[src/rtl/uart_apb_pkg.sv]
// Shared types and constants for the UART APB master arbiter.
// Error codes are internal detail; the requester ports carry only one err bit.
package uart_apb_pkg;

    localparam int APB_AW = 32;
    localparam int APB_DW = 32;

    typedef enum logic [1:0] {
        IDLE,
        SETUP,
        ACCESS,
        ERR_RSP
    } apb_state_e;

    typedef enum logic [1:0] {
        ERR_NONE,
        ERR_BUS,
        ERR_TIMEOUT,
        ERR_ALIGN
    } apb_err_e;

    function automatic logic is_aligned(input logic [APB_AW-1:0] addr);
        return addr[1:0] == 2'b00;
    endfunction

endpackage

[src/rtl/rr_arb2.sv]
// Two-input round-robin arbiter; on a tie the requester not granted last wins.
module rr_arb2 (
    input  logic       PCLK,
    input  logic       PRESETn,
    input  logic [1:0] req,
    input  logic       accept,
    output logic [1:0] gnt
);

    logic last_grant;

    always_comb begin
        gnt = 2'b00;
        if (req[0] && (!req[1] || last_grant)) begin
            gnt[0] = 1'b1;
        end else if (req[1]) begin
            gnt[1] = 1'b1;
        end
    end

    // Reset value 1 lets requester 0 take the first tie.
    always_ff @(posedge PCLK or negedge PRESETn) begin
        if (!PRESETn) begin
            last_grant <= 1'b1;
        end else if (accept) begin
            last_grant <= gnt[1];
        end
    end

endmodule

[src/rtl/apb_uart_arbiter.sv]
// Shares one APB master port between two valid/ready requesters with
// round-robin arbitration, PREADY wait states and an ACCESS-phase timeout.
module apb_uart_arbiter
    import uart_apb_pkg::*;
#(
    parameter int unsigned TIMEOUT = 16
) (
    input  logic              PCLK,
    input  logic              PRESETn,
    input  logic              req0_valid,
    output logic              req0_ready,
    input  logic              req0_write,
    input  logic [APB_AW-1:0] req0_addr,
    input  logic [APB_DW-1:0] req0_wdata,
    output logic              rsp0_valid,
    output logic [APB_DW-1:0] rsp0_rdata,
    output logic              rsp0_err,
    input  logic              req1_valid,
    output logic              req1_ready,
    input  logic              req1_write,
    input  logic [APB_AW-1:0] req1_addr,
    input  logic [APB_DW-1:0] req1_wdata,
    output logic              rsp1_valid,
    output logic [APB_DW-1:0] rsp1_rdata,
    output logic              rsp1_err,
    output logic              PSEL,
    output logic              PENABLE,
    output logic              PWRITE,
    output logic [APB_AW-1:0] PADDR,
    output logic [APB_DW-1:0] PWDATA,
    input  logic [APB_DW-1:0] PRDATA,
    input  logic              PREADY,
    input  logic              PSLVERR
);

    localparam int CNT_W = (TIMEOUT < 2) ? 1 : $clog2(TIMEOUT);

    apb_state_e        state;
    logic              owner;
    logic [CNT_W-1:0]  wait_cnt;
    logic [1:0]        gnt;
    logic              accept;
    logic              timeout_hit;
    logic [APB_AW-1:0] sel_addr;
    logic [APB_DW-1:0] sel_wdata;
    logic              sel_write;
    logic              done;
    apb_err_e          done_code;
    logic [APB_DW-1:0] done_rdata;

    rr_arb2 u_arb (
        .PCLK    (PCLK),
        .PRESETn (PRESETn),
        .req     ({req1_valid, req0_valid}),
        .accept  (accept),
        .gnt     (gnt)
    );

    assign accept     = (state == IDLE) && (gnt != 2'b00);
    assign req0_ready = PRESETn && accept && gnt[0];
    assign req1_ready = PRESETn && accept && gnt[1];

    assign sel_addr  = gnt[1] ? req1_addr  : req0_addr;
    assign sel_wdata = gnt[1] ? req1_wdata : req0_wdata;
    assign sel_write = gnt[1] ? req1_write : req0_write;

    // Abort on the edge where the T-th consecutive wait state would be counted.
    assign timeout_hit = (TIMEOUT != 0) && !PREADY && (wait_cnt == CNT_W'(TIMEOUT - 1));

    always_comb begin
        done       = 1'b0;
        done_code  = ERR_NONE;
        done_rdata = '0;
        case (state)
            ACCESS: begin
                if (PREADY) begin
                    done = 1'b1;
                    if (PSLVERR) begin
                        done_code = ERR_BUS;
                    end else if (!PWRITE) begin
                        done_rdata = PRDATA;
                    end
                end else if (timeout_hit) begin
                    done      = 1'b1;
                    done_code = ERR_TIMEOUT;
                end
            end
            ERR_RSP: begin
                done      = 1'b1;
                done_code = ERR_ALIGN;
            end
            default: ;
        endcase
    end

    always_ff @(posedge PCLK or negedge PRESETn) begin
        if (!PRESETn) begin
            state    <= IDLE;
            PSEL     <= 1'b0;
            PENABLE  <= 1'b0;
            PWRITE   <= 1'b0;
            PADDR    <= '0;
            PWDATA   <= '0;
            owner    <= 1'b0;
            wait_cnt <= '0;
        end else begin
            case (state)
                IDLE: begin
                    if (accept) begin
                        owner <= gnt[1];
                        if (is_aligned(sel_addr)) begin
                            PADDR  <= sel_addr;
                            PWDATA <= sel_wdata;
                            PWRITE <= sel_write;
                            PSEL   <= 1'b1;
                            state  <= SETUP;
                        end else begin
                            state <= ERR_RSP;
                        end
                    end
                end
                SETUP: begin
                    PENABLE  <= 1'b1;
                    wait_cnt <= '0;
                    state    <= ACCESS;
                end
                ACCESS: begin
                    if (done) begin
                        PSEL     <= 1'b0;
                        PENABLE  <= 1'b0;
                        wait_cnt <= '0;
                        state    <= IDLE;
                    end else begin
                        wait_cnt <= wait_cnt + 1'b1;
                    end
                end
                ERR_RSP: state <= IDLE;
                default: state <= IDLE;
            endcase
        end
    end

    // Only the owner's response registers move; the other side keeps its last response.
    always_ff @(posedge PCLK or negedge PRESETn) begin
        if (!PRESETn) begin
            rsp0_valid <= 1'b0;
            rsp0_rdata <= '0;
            rsp0_err   <= 1'b0;
            rsp1_valid <= 1'b0;
            rsp1_rdata <= '0;
            rsp1_err   <= 1'b0;
        end else begin
            rsp0_valid <= done && !owner;
            rsp1_valid <= done && owner;
            if (done && !owner) begin
                rsp0_rdata <= done_rdata;
                rsp0_err   <= (done_code != ERR_NONE);
            end
            if (done && owner) begin
                rsp1_rdata <= done_rdata;
                rsp1_err   <= (done_code != ERR_NONE);
            end
        end
    end

endmodule
[config.mk]
export PLATFORM = sky130hd
export DESIGN_NAME = apb_uart_arbiter
export DESIGN_NICKNAME = d
export VERILOG_FILES = /design/src/rtl/uart_apb_pkg.sv /design/src/rtl/rr_arb2.sv /design/src/rtl/apb_uart_arbiter.sv
export SDC_FILE = /design/constraint.sdc
export NUM_CORES = 1
export LEC_CHECK = 0
export BUFFER_PORTS_ARGS = -buffer_cell sky130_fd_sc_hd__buf_2
export CAP_MARGIN = 25
export CORE_UTILIZATION = 47
export CTS_CLUSTER_DIAMETER = 200
export DETAILED_ROUTE_END_ITERATION = 8
export PLACE_DENSITY = 0.81
export RECOVER_POWER = 50
export SLEW_MARGIN = 30
export SYNTH_ARGS = -nofsm -noshare
export SYNTH_HDL_FRONTEND = slang
export SYNTH_SLANG_ARGS = --single-unit
[constraint.sdc]
create_clock -name PCLK -period 2 [get_ports PCLK]
set_input_delay 0 -clock PCLK [delete_from_list [all_inputs] [get_ports PCLK]]
set_output_delay 0 -clock PCLK [all_outputs]
set_load 0.01 [all_outputs]
After elaboration in Yosys (flattened, before gate mapping)
Index checks and enable logic that the tools add are counted.
{ "word_totals": {"regBits": 143, "input_bits": 168, "elab_cells": 74} }
{ "op_classes": {"n_addsub": 1, "eq_ne": 7, "n_mux": 28, "reduce_logical": 23} }
{ "op_table": {"columns": ["cell", "n"], "rows": [
  ["32-bit two-way mux", 6],
  ["1-bit two-way mux", 10],
  ["2-bit two-way mux", 5],
  ["1-bit logical AND", 8],
  ["2-bit one-hot mux with 4 select lines", 1],
  ["4-bit one-hot mux with 2 select lines", 1],
  ["2-bit nonzero test", 4],
  ["1-bit one-hot mux with 2 select lines", 3],
  ["2-bit AND reduction", 3],
  ["4-bit by 1-bit adder with 4-bit output, second input constant", 1],
  ["2-bit equality test, second input constant", 2],
  ["4-bit equality test, second input constant", 1],
  ["2-bit logical NOT", 2],
  ["4-bit two-way mux", 1],
  ["2-bit inequality test, second input constant", 2],
  ["2-bit one-hot mux with 2 select lines", 1],
  ["4-bit AND reduction", 1],
  ["1-bit logical NOT", 3],
  ["3-bit AND reduction", 1],
  ["2-bit by 1-bit equality test with 1-bit output, second input constant", 1],
  ["2-bit by 1-bit inequality test with 1-bit output, second input constant", 1],
  ["1-bit logical OR", 1]
]} }

Logic depth before layout (Yosys ltp)
{ "depth": {"ltp_word": 9, "mapped_depth": 8, "depth_no_buf": 6} }

Cells and area by module
From an unflattened synthesis, not the netlist that was laid out.
{ "unflattened": {"hier_cells": 628, "area_unflattened_um2": 6364.9} }
{ "by_module_without_submodules": {"columns": ["module", "instances", "cells_each", "area_each_um2", "seq_area_each_um2"], "rows": [
  ["apb_uart_arbiter", 1, 623, 6301.0, 3553.4],
  ["rr_arb2", 1, 5, 63.8, 26.3]
]} }

Least setup slack after synthesis
Ideal clock, no wire load.
{ "synth_timing": {"kind": "flip-flop to flip-flop", "start": "register state[0]", "end": "register state[0]", "setup_time_ps": 121, "arrival_ps": 1697, "path_slack_ps": 182, "stages_incl_launch_ff": 7, "n_path_buf": 1, "period_less_slack_ps": 1818, "cell_sequence": "dfrtp_1 ha_1 a311oi_1 and2_0 buf_2 nor2_1 o22a_1"} }
{ "synth_between": {"elab_chain_cells": 4, "elab_cells_between_ends": 10} }
{ "synth_lines": {"columns": ["item", "line", "rtl"], "rows": [
  ["from (decl)", "apb_uart_arbiter.sv:38", "apb_state_e state;"],
  ["from (signal assigned)", "apb_uart_arbiter.sv:98", "state <= IDLE;"],
  ["from (signal assigned)", "apb_uart_arbiter.sv:116", "state <= SETUP;"],
  ["from (signal assigned)", "apb_uart_arbiter.sv:118", "state <= ERR_RSP;"],
  ["2-bit equality test / 2-bit logical NOT (equally long branches)", "apb_uart_arbiter.sv:74, apb_uart_arbiter.sv:107, apb_uart_arbiter.sv:59", null],
  ["1-bit one-hot mux with 2 select lines / 1-bit logical AND (equally long branches)", "apb_uart_arbiter.sv:74, apb_uart_arbiter.sv:59", null],
  ["2-bit inequality test (no line)", null, null],
  ["2-bit AND reduction (no line)", null, null]
]} }
Parallel ways exist; a longest one is shown, timed or not.
A chain may end at the register's enable or synchronous reset.

Final worst setup path
{ "layout_timing": {"start": "register u_arb.last_grant", "end": "register PADDR[30]"} }
{ "layout_between": {"elab_chain_cells": 6, "elab_cells_between_ends": 9} }
{ "layout_lines": {"columns": ["item", "line", "rtl"], "rows": [
  ["from (decl)", "rr_arb2.sv:10", "logic last_grant;"],
  ["from (signal assigned)", "rr_arb2.sv:26", "last_grant <= gnt[1];"],
  ["1-bit logical OR *", "rr_arb2.sv:14", "if (req[0] && (!req[1] || last_grant)) begin"],
  ["1-bit logical AND *", "rr_arb2.sv:14", null],
  ["1-bit two-way mux", "rr_arb2.sv:14", null],
  ["32-bit two-way mux / 2-bit nonzero test (equally long branches)", "apb_uart_arbiter.sv:63, apb_uart_arbiter.sv:59", null],
  ["2-bit logical NOT / 1-bit logical AND (equally long branches)", "uart_apb_pkg.sv:23, apb_uart_arbiter.sv:59", null],
  ["3-bit AND reduction (no line)", null, null],
  ["to (signal assigned)", "apb_uart_arbiter.sv:112", "PADDR <= sel_addr;"],
  ["to (decl)", "apb_uart_arbiter.sv:29", "output logic [APB_AW-1:0] PADDR,"]
]} }
Every way passes the cells marked *; elsewhere a longest branch is shown, timed or not.

==> flow_metrics.env <==
export IMPL_status="finished with violations"
export IMPL_violations="setup timing"
export IMPL_whs_ns=0.105
export IMPL_cts_sinks=143
export IMPL_avgSynthCellArea_um2=12.4
export IMPL_num_vias=6323
export IMPL_r2r_slack_ns=-0.01
export IMPL_cp_required_ns=2.29
export IMPL_p_leak_uw=0.00536
export IMPL_dpl_cell_area_mm2=0.00831
export IMPL_synthDistinctLibCells=38
export IMPL_grt_pass1_vias=6913
export IMPL_finalCritPeriodShare_pct=101
export IMPL_initial_utilization_pct=48.7
export IMPL_hpwl_um=11600
export IMPL_dpl_worst_slack_ns=0.177
export IMPL_rr_startpoint="u_arb.last_grant$_DFFE_PN1P_"
export IMPL_die_w_um=120
export IMPL_hold_viol_final=0
export IMPL_synthFlopType="dfrtp_1"
export IMPL_tightest_slew_ns=0.941
export IMPL_core_area_mm2=0.0134
export IMPL_grt_max_degree=71
export IMPL_slew_violations=0
export IMPL_finalClockSkew_ns=0.0182
export IMPL_drive_gt1_share_pct=38.4
export IMPL_htree_num_levels=4
export IMPL_die_y_um=120
export IMPL_cp_arrival_ns=2.30
export IMPL_remaining_drc_errors=0
export IMPL_maxSlewHeadroom_pct=37.3
export IMPL_synthCells=526
export IMPL_cts_root_buf="clkbuf_16"
export IMPL_grt_pass1_wl_um=37200
export IMPL_postSynth_asyncResetShare_pct=100
export IMPL_hp_class="in -> reg"
export IMPL_grt_overflow=0
export IMPL_fin_crit_ns=2.01
export IMPL_worst_setup_path_end_kind="flop"
export IMPL_cts_clk_slew_worst_paths_ns=0.06
export IMPL_critical_path_startpoint_type="flop"
export IMPL_die_area_mm2=0.0144
export IMPL_gp_congestion=0.809
export IMPL_rsz0062_at_grt="true"
export IMPL_max_clock_freq_ghz=0.497
export IMPL_crit_path_max_fanout=62
export IMPL_reg2reg_depth=6
export IMPL_layout_setup_ws_ns=-0.0126
export IMPL_tns_ns=-0.0185
export IMPL_syn_area_mm2=0.00653
export IMPL_portBuffers=304
export IMPL_crit_type="reg -> reg"
export IMPL_setup_viol=2
export IMPL_finalNetCount=1170
export IMPL_worstPathCellList="a21boi_4, buf_12, mux2i_2, nor2_4, buf_12, mux2_2"
export IMPL_whs_path_depth=4
export IMPL_cpMaxStageDelayCell="dfstp_2"
export IMPL_ys_seq_area_share_pct=54.8
export IMPL_cp_common_cell="buf_12"
export IMPL_drt_total_wl_um=24800
export IMPL_rows=42
export IMPL_syn_to_final_growth_pct=60.1
export IMPL_grt_use_total_pct=34.7
export IMPL_synth_net_count=699
export IMPL_dr_pass1_iters=7
export IMPL_ant_nets=0
export IMPL_ctsLongestPathBuffers=2
export IMPL_max_cap_viol_count=0
export IMPL_r2r_end="PADDR[30]$_DFFE_PN0P_"
export IMPL_fill_cells=833
export IMPL_slowest_delay_ns=0.58
export IMPL_viasPerCell=5.32
export IMPL_clk_latency_ns=0.42
export IMPL_tritoncts="yes"
export IMPL_ys_warn_count=0
export IMPL_cellPowerDensity_mw_per_mm2=1330
export IMPL_antenna_found_initial=4
export IMPL_final_area_mm2=0.0105
export IMPL_synth_edf_count=0
export IMPL_numCtsBuffers=17
export IMPL_drt_iter0_drc=479
export IMPL_io_pin_count=305
export IMPL_min_from="req1_valid"
export IMPL_peakVddDrop_mv=1.00
export IMPL_min_to="state[0]$_DFFE_PN0P_"
export IMPL_wl_per_cell_um=20.9
export IMPL_ys_ff_latch=143
[through the flow]
step	power [uW]	instances	util, %
6_report	13900	1189	78.0
5_1_grt	14500	1189	78.0
4_1_cts	13600	1180	78.4
3_5_place_dp	10200	989	62.0
3_3_place_gp	9980	989	62.0
2_1_floorplan	7840	526	-
[critical path, delay by kind of cell, from the launching register on]
family                 cells  cell delay (ns)
DFF                        1             0.58
muxes                      2             0.58
buffers and inverters      2             0.45
and+or+nand+nor            1             0.15
AOI/OAI and AO/OA          1             0.09
[power breakdown]
part / total [uW] / leakage (uW) / switching, uW / internal [uW]
Combinational: 5570 / 0.00324 / 3050 / 2510
Clock: 3200 / 0.000283 / 1200 / 1990
Sequential: 5150 / 0.00184 / 914 / 4230
[synth_stat cells, drive strengths merged (2+ instances only)]
| cell | n | share of area (%) |
|---|---|---|
| dfrtp | 142 | 54 |
| mux2 | 126 | 22 |
| nor2 | 43 | 2.6 |
| inv | 39 | 2.2 |
| mux2i | 35 | 5.4 |
| nand2 | 35 | 2.0 |
| a21o | 33 | 3.8 |
| buf | 22 | 2.2 |
| o21ai | 9 | 0.75 |
| clkbuf | 7 | 0.40 |
| ha | 5 | 0.96 |
| and2 | 4 | 0.38 |
| nand3 | 4 | 0.31 |
| a21oi | 3 | 0.23 |
| a21boi | 2 | 0.29 |
| a22o | 2 | 0.27 |
| and3 | 2 | 0.19 |
[sequential cells by signal (all words and copies together) (netlist names), 2 cells and up]
name / count
state: 2
PADDR: 32
rsp1_rdata: 32
rsp0_rdata: 32
PWDATA: 32
wait_cnt: 4
[area by class of cell]
| cell class | count | area, um^2 | share of cell area [%] |
|---|---|---|---|
| flip-flops and latches | 143 | 3580 | 34.2 |
| repair buffers | 481 | 3240 | 30.9 |
| multi-input cells | 315 | 2680 | 25.6 |
| clock buffers | 26 | 509 | 4.87 |
| well taps | 176 | 220 | 2.11 |
| inverters | 39 | 146 | 1.40 |
| clock inverters | 4 | 76.3 | 0.730 |
| diodes | 5 | 12.5 | 0.120 |
[what timing repair did]
item / in CTS / in global routing
endpoints found under the hold margin: 244 / 0
hold buffers: 161 / 0
setup buffers: 0 / 2
gates resized for setup: 0 / 3
setup endpoints to repair: 0 / 1
[placed cells by master, fill, tap and decap left out, types with 2 or more instances in the layout]
| cell type | netlist | final |
|---|---|---|
| buf_2 | 13 | 214 |
| dlygate4sd3_1 | 0 | 161 |
| dfrtp_1 | 142 | 142 |
| mux2_2 | 122 | 120 |
| clkbuf_1 | 7 | 93 |
| nor2_1 | 42 | 42 |
| inv_1 | 39 | 39 |
| nand2_1 | 35 | 35 |
| mux2i_1 | 34 | 34 |
| a21o_1 | 33 | 33 |
| clkbuf_16 | 0 | 18 |
| o21ai_0 | 8 | 8 |
| buf_4 | 0 | 7 |
| diode_2 | 0 | 5 |
| ha_1 | 5 | 5 |
| clkbuf_8 | 0 | 5 |
| buf_12 | 0 | 5 |
| nand3_1 | 4 | 4 |
| mux2_1 | 4 | 4 |
| and2_1 | 3 | 3 |
| a21oi_1 | 3 | 3 |
| buf_6 | 6 | 3 |
| and3_1 | 2 | 2 |
| mux2_4 | 0 | 2 |
| a22o_1 | 2 | 2 |
| bufinv_16 | 0 | 2 |
[routing by layer]
metal  vias up  track usage [%]  routed length [um]  part of all wire (%)
met5         -                0                   0                     0
met4         0             22.6                1580                   6.4
met3       151             8.79                1570                   6.3
met2       399             62.6               13000                    52
met1      3045             35.3                8650                    35
li1       2728                -                   -                     -
[how the worst max path moves through the flow]
stage / startpoint / endpoint / slack (ns) / cells after the start
2_1_floorplan: state[0]$_DFFE_PN0P_ / state[0]$_DFFE_PN0P_ / 0.18 / 6
3_5_place_dp: state[0]$_DFFE_PN0P_ / PADDR[27]$_DFFE_PN0P_ / 0.18 / 6
4_1_cts: u_arb.last_grant$_DFFE_PN1P_ / PWRITE$_DFFE_PN0P_ / 0.10 / 5
6_report: u_arb.last_grant$_DFFE_PN1P_ / PADDR[30]$_DFFE_PN0P_ / -0.01 / 6
5_1_grt: u_arb.last_grant$_DFFE_PN1P_ / PWDATA[10]$_DFFE_PN0P_ / -0.03 / 6
3_3_place_gp: state[0]$_DFFE_PN0P_ / PADDR[17]$_DFFE_PN0P_ / 0.24 / 6
[kinds of logic (layout without fill, tap and decap cells)]
group	after synthesis	in the layout	synth area share (%)
muxes	161	161	27.1
adders and majority gates	5	5	0.958
buffers and inverters	68	550	4.85
and+or+nand+nor	93	93	6.03
AOI/OAI and AO/OA	56	56	6.21
other	0	5	0
DFF	143	143	54.8
(Power assumes the default switching activity.)
